`config.mk`:
```
export PLATFORM = sky130hd
export DESIGN_NAME = serial_frame_encoder_flat
export DESIGN_NICKNAME = d
export VERILOG_FILES = /design/src/rtl/serial_frame_encoder_pkg.sv /design/src/rtl/serial_frame_encoder_if.sv /design/src/rtl/serial_frame_encoder_checksum_acc.sv /design/src/rtl/serial_frame_encoder.sv /design/src/flat_wrapper.sv
export SDC_FILE = /design/constraint.sdc
export NUM_CORES = 1
export LEC_CHECK = 0
export BUFFER_PORTS_ARGS = -buffer_cell sky130_fd_sc_hd__buf_2
export CAP_MARGIN = 20
export CORE_UTILIZATION = 40
export DETAILED_ROUTE_END_ITERATION = 12
export SLEW_MARGIN = 20
export SYNTH_ARGS = -nofsm -noshare
export SYNTH_HDL_FRONTEND = slang
export SYNTH_SLANG_ARGS = --single-unit
```
`constraint.sdc`:
```
create_clock -name clk -period 4.48 [get_ports clk]
set_clock_uncertainty 0.1 [all_clocks]
set_input_delay 1.12 -clock clk [delete_from_list [all_inputs] [get_ports clk]]
set_output_delay 1.12 -clock clk [all_outputs]
set_load 0.01 [all_outputs]
```
`src/rtl/serial_frame_encoder_pkg.sv`:
```
// serial_pkg: shared state type, default sync byte and sizing helper for the serial frame encoder/decoder.
// The CSUM state exists only when SERIAL_FRAME_CHECKSUM_EN is defined.
package serial_pkg;
    typedef enum logic [1:0] {
        IDLE,
        SYNC,
`ifdef SERIAL_FRAME_CHECKSUM_EN
        PAYLOAD,
        CSUM
`else
        PAYLOAD
`endif
    } state_t;
    localparam logic [7:0] SYNC_DEFAULT = 8'hA5;
    function automatic int bytes_for_bits(input int n);
        return (n + 7) / 8;
    endfunction
endpackage

```
`src/rtl/serial_frame_encoder_if.sv`:
```
// serial_frame_encoder_if: frame input handshake and byte-wide transmit handshake.
interface serial_frame_encoder_if #(parameter int W = 74) ();
    logic [W-1:0] in_data;
    logic         in_valid;
    logic         in_ready;
    logic [7:0]   tx_byte;
    logic         tx_valid;
    logic         tx_ready;
    logic         busy;
    modport master (output in_data, in_valid, tx_ready, input in_ready, tx_byte, tx_valid, busy);
    modport slave  (input in_data, in_valid, tx_ready, output in_ready, tx_byte, tx_valid, busy);
endinterface

```
`src/rtl/serial_frame_encoder_checksum_acc.sv`:
```
// serial_checksum_acc: 8-bit modulo-256 running sum of payload bytes, cleared at frame acceptance.
module serial_checksum_acc (
    input  logic       clk,
    input  logic       reset,
    input  logic       clear,
    input  logic       add,
    input  logic [7:0] din,
    output logic [7:0] sum
);
    always_ff @(posedge clk)
        if (reset || clear) sum <= 8'h00;
        else if (add) sum <= sum + din;
endmodule

```
`src/rtl/serial_frame_encoder.sv`:
```
// serial_frame_encoder: sync byte + little-endian snapshot of NUM_WORDS signed words onto a byte valid/ready link.
// Optional trailing checksum byte under SERIAL_FRAME_CHECKSUM_EN.
module serial_frame_encoder
    import serial_pkg::*;
#(
    parameter int          WORD_BITS   = 37,
    parameter int          NUM_WORDS   = 2,
    parameter logic [7:0]  SYNC_BYTE   = SYNC_DEFAULT,
    parameter bit          SIGN_EXTEND = 1'b1
) (
    input  logic clk,
    input  logic reset,
    serial_frame_encoder_if.slave bus
);
    localparam int WORD_BYTES    = bytes_for_bits(WORD_BITS);
    localparam int PAYLOAD_BYTES = NUM_WORDS * WORD_BYTES;
    localparam int IDX_BITS      = $clog2(PAYLOAD_BYTES + 1);
    localparam int PW            = WORD_BYTES * 8;

    state_t                       state, next;
    logic [IDX_BITS-1:0]          idx;
    logic [NUM_WORDS*WORD_BITS-1:0] snap;
    logic [PW-1:0]                padded [NUM_WORDS];
    logic [7:0]                   pbytes [PAYLOAD_BYTES];
    logic                         accept, xfer, last;

    assign accept = bus.in_valid && bus.in_ready;
    assign xfer   = bus.tx_valid && bus.tx_ready;
    assign last   = idx == IDX_BITS'(PAYLOAD_BYTES - 1);

    // Words are widened to whole bytes once, so byte selection is a plain mux.
    for (genvar w = 0; w < NUM_WORDS; w++) begin : g_word
        assign padded[w] = SIGN_EXTEND ? PW'($signed(snap[w*WORD_BITS +: WORD_BITS]))
                                       : PW'(snap[w*WORD_BITS +: WORD_BITS]);
    end
    for (genvar i = 0; i < PAYLOAD_BYTES; i++) begin : g_byte
        assign pbytes[i] = padded[i / WORD_BYTES][(i % WORD_BYTES)*8 +: 8];
    end

`ifdef SERIAL_FRAME_CHECKSUM_EN
    logic [7:0] csum;
    serial_checksum_acc u_acc (
        .clk  (clk),
        .reset(reset),
        .clear(accept),
        .add  (xfer && state == PAYLOAD),
        .din  (bus.tx_byte),
        .sum  (csum)
    );
`endif

    always_ff @(posedge clk)
        if (reset) begin
            state <= IDLE;
            idx   <= '0;
            snap  <= '0;
        end else begin
            state <= next;
            if (accept) snap <= bus.in_data;
            if (accept) idx <= '0;
            else if (xfer && state == PAYLOAD && !last) idx <= idx + 1'b1;
        end

    always_comb begin
        next = state;
        case (state)
            IDLE:    next = accept ? SYNC : IDLE;
            SYNC:    next = xfer ? PAYLOAD : SYNC;
`ifdef SERIAL_FRAME_CHECKSUM_EN
            PAYLOAD: next = xfer && last ? CSUM : PAYLOAD;
            CSUM:    next = xfer ? IDLE : CSUM;
`else
            PAYLOAD: next = xfer && last ? IDLE : PAYLOAD;
`endif
            default: next = IDLE;
        endcase
    end

    assign bus.in_ready = state == IDLE;
    assign bus.busy     = state != IDLE;
    assign bus.tx_valid = state != IDLE;
`ifdef SERIAL_FRAME_CHECKSUM_EN
    assign bus.tx_byte  = state == SYNC ? SYNC_BYTE : state == PAYLOAD ? pbytes[idx] : state == CSUM ? csum : 8'h00;
`else
    assign bus.tx_byte  = state == SYNC ? SYNC_BYTE : state == PAYLOAD ? pbytes[idx] : 8'h00;
`endif
endmodule

```
`src/flat_wrapper.sv`:
```
// flat-port wrapper written by rule: the top's interface ports become plain ports
module serial_frame_encoder_flat import serial_pkg::*;
#(
    parameter int          WORD_BITS   = 37,
    parameter int          NUM_WORDS   = 2,
    parameter logic [7:0]  SYNC_BYTE   = SYNC_DEFAULT,
    parameter bit          SIGN_EXTEND = 1'b1
)
  (clk, reset, bus_in_data, bus_in_valid, bus_tx_ready, bus_in_ready, bus_tx_byte, bus_tx_valid, bus_busy);
  serial_frame_encoder_if #(.W(74)) bus_i ();
  input  logic clk;
  input  logic reset;
  input wire logic [$bits(bus_i.in_data)-1:0] bus_in_data;
  input wire logic [$bits(bus_i.in_valid)-1:0] bus_in_valid;
  input wire logic [$bits(bus_i.tx_ready)-1:0] bus_tx_ready;
  output wire logic [$bits(bus_i.in_ready)-1:0] bus_in_ready;
  output wire logic [$bits(bus_i.tx_byte)-1:0] bus_tx_byte;
  output wire logic [$bits(bus_i.tx_valid)-1:0] bus_tx_valid;
  output wire logic [$bits(bus_i.busy)-1:0] bus_busy;
  assign bus_i.in_data = bus_in_data;
  assign bus_i.in_valid = bus_in_valid;
  assign bus_i.tx_ready = bus_tx_ready;
  assign bus_in_ready = bus_i.in_ready;
  assign bus_tx_byte = bus_i.tx_byte;
  assign bus_tx_valid = bus_i.tx_valid;
  assign bus_busy = bus_i.busy;
  serial_frame_encoder #(.WORD_BITS(WORD_BITS), .NUM_WORDS(NUM_WORDS), .SYNC_BYTE(SYNC_BYTE), .SIGN_EXTEND(SIGN_EXTEND)) u_core (.clk(clk), .reset(reset), .bus(bus_i));
endmodule
```
==> out/metrics.csv <==
metric,value,unit
timing_hold_violations_final,0,
vias_per_cell,5.157,
cts.clk_slew.worst_paths,70,ps
area_growth,15.77,%
ys_types,40,
cts_root_buf,clkbuf_8,
grt_overflow,0,
core-area,8806,um^2
pin_count,89,
synth-seq-area-share,0.4369,
diodes,0,
crit_arrival,2450,ps
end_kind,primary output,
clock_latency,340,ps
worst_pin_slew,942.3,ps
failed_checks,DRC,
gp_congestion,0.8006,
ant_nets,0,
critPathRequiredTime,3260,ps
dieHeight,97.74,um
numCtsBuffers,9,
start_kind,flip-flop,
cts_buffer_depth,2,
synth_edf_count,0,
cts_hold_buf,0,
fillCellCount,922,
wl,9101,um
status,"complete, but fails checks",
antenna_found_initial,0,
cts_tree,yes,
detail_route.wl_per_cell,14.70,um
finalSetupTns,0,ps
placedInstanceArea,4069,um^2
seq_area,1603,um^2
route.detailed.drc,12,
p_per_area,348.3,nW/um^2
die_x,97.74,um
hpwl,6782,um
finalNetCount,588,
yosysWarnings,0,
slowest_delay,940,ps
multi_input_area,1834,um^2
grt_start_max_net_pins,53,
most-common-layout-cells,"151 x nand2_1, 88 x buf_2, 79 x dfxtp_1",
drive_gt1_frac,0.2427,
synth_ff_type,dfxtp_1,
ys_async_sr_fraction,0,
initial_utilization,0.4163,
portBuffers,88,
path_cells,mux4_4 > mux2i_1 > o21ai_1 > buf_2,
layout_commonest_cell,nand2_1,
ys_ff_latch,80,
ctsResizeCount,0,
cts_setup_buffers,0,
grt_first_pass_wirelength,15040,um
slew_viol_final,0,
finalSetupViolations,0,
dp.cells,605,
die_area,9552,um^2
p_total,1.478,mW
final_cell_area,4244,um^2
layout_min_cycle_time,3672,ps
peakVddDrop,0.1677,mV
drv_cap,0,
grt_setup_unrepaired,no,
rows,34,
drt_pass1_iterations,9,
fmax,272.3,MHz
worst-setup-path-type,flip-flop to primary output,
detailroute.via_count,3192,
drtIter0Drc,198,
stdcell_count,619,
cts.htree.levels,3,
power_leakage,1.672,nW
grtUsageTotal,0.1998,
finalCritPeriodShare,0.8196,
relSlewSlack,0.3718,
crit_fanout,39,
hold_ws,355.6,ps
avgSynthCellArea,8.332,um^2
synthCells,440,
worstHoldPathType,flip-flop to flip-flop,
cts_sinks,80,
synth.net_count,520,
grt_pass1_vias,3125,
cpMaxStageDelayCell,dfxtp_2,
netlist_area,3666,um^2
-- Yosys cell counts (2+ instances only) --
| cell type | instances | area [um^2] |
|---|---|---|
| mux2i_1 | 11 | 110.1 |
| nand2b_1 | 4 | 25.02 |
| mux4_1 | 2 | 52.55 |
| nor2b_1 | 8 | 50.05 |
| nor3b_1 | 3 | 22.52 |
| clkbuf_1 | 12 | 45.04 |
| inv_1 | 6 | 22.52 |
| mux4_2 | 7 | 157.7 |
| a221o_1 | 4 | 40.04 |
| or4_1 | 2 | 15.01 |
| buf_2 | 16 | 80.08 |
| mux2_1 | 2 | 22.52 |
| nor2_1 | 5 | 18.77 |
| ha_1 | 2 | 25.02 |
| nand2_1 | 151 | 566.8 |
| a221oi_2 | 2 | 30.03 |
| buf_6 | 3 | 33.78 |
| buf_4 | 2 | 15.01 |
| o41ai_1 | 3 | 26.28 |
| mux2_2 | 4 | 45.04 |
| a211oi_1 | 8 | 60.06 |
| o21ai_1 | 2 | 10.01 |
| dfxtp_1 | 80 | 1602 |
| and2_1 | 2 | 12.51 |
| a21oi_1 | 77 | 385.4 |
| a31oi_1 | 4 | 25.02 |
| o21ai_0 | 5 | 25.02 |
-- power breakdown --
part | internal [mW] | switching, mW | leakage [nW]
registers | 0.757 | 0.0357 | 0.657
clock network | 0.250 | 0.243 | 0.0880
logic | 0.0853 | 0.108 | 0.927
-- worst max-delay path, delay by kind of cell, from the launching register on --
kind / cells / cell delay, ps
AOI/OAI and AO/OA: 1 / 110
DFF: 1 / 940
muxes: 2 / 890
buffers and inverters: 1 / 160
-- metal layers --
metal	share of wire	track usage	vias up	wire length, um
met3	0.052	0.04295	4	476
li1	-	-	1629	-
met1	0.48	0.2738	1477	4389
met5	0	0	-	0
met4	0.0078	0.05594	0	71
met2	0.46	0.3186	82	4163
-- area by class of cell --
type / instances / share of cell area
multi-input cells: 318 / 0.4322
well taps: 108 / 0.03184
clock buffers: 10 / 0.03007
inverters: 7 / 0.006191
flip-flops and latches: 80 / 0.3777
repair buffers: 92 / 0.1108
clock inverters: 4 / 0.01120
-- final timing paths --
check / startpoint / to / slack [ps] / cells past startpoint
hold reg to reg: u_core.snap[10] / u_core.snap[10] / 360 / 2
setup reg to reg: u_core.idx[1] / u_core.idx[2] / 2260 / 5
hold / removal: u_core.snap[10] / u_core.snap[10] / 360 / 2
setup / recovery: u_core.idx[0] / bus_tx_byte[2] / 810 / 4
-- metrics by stage --
step | worst slack [ps] | utilization
after global routing | 665.7 | 0.4820
final | 808.1 | 0.4820
after floorplan | 1789 | -
after CTS | 776.3 | 0.4820
after global placement | 1196 | 0.4621
after detailed placement | 1163 | 0.4621
-- registers in the layout, indices dropped and copies added, names as in the netlist --
name          flops
u_core.idx        4
u_core.state      2
u_core.snap      74
-- logic make-up after synthesis --
family,synth area share
buf+inv,0.06416
mux,0.1126
fa+ha+maj,0.006825
simple gates,0.2133
compound gates,0.1662
flops,0.4369
Power figures use the tool's default switching activity.
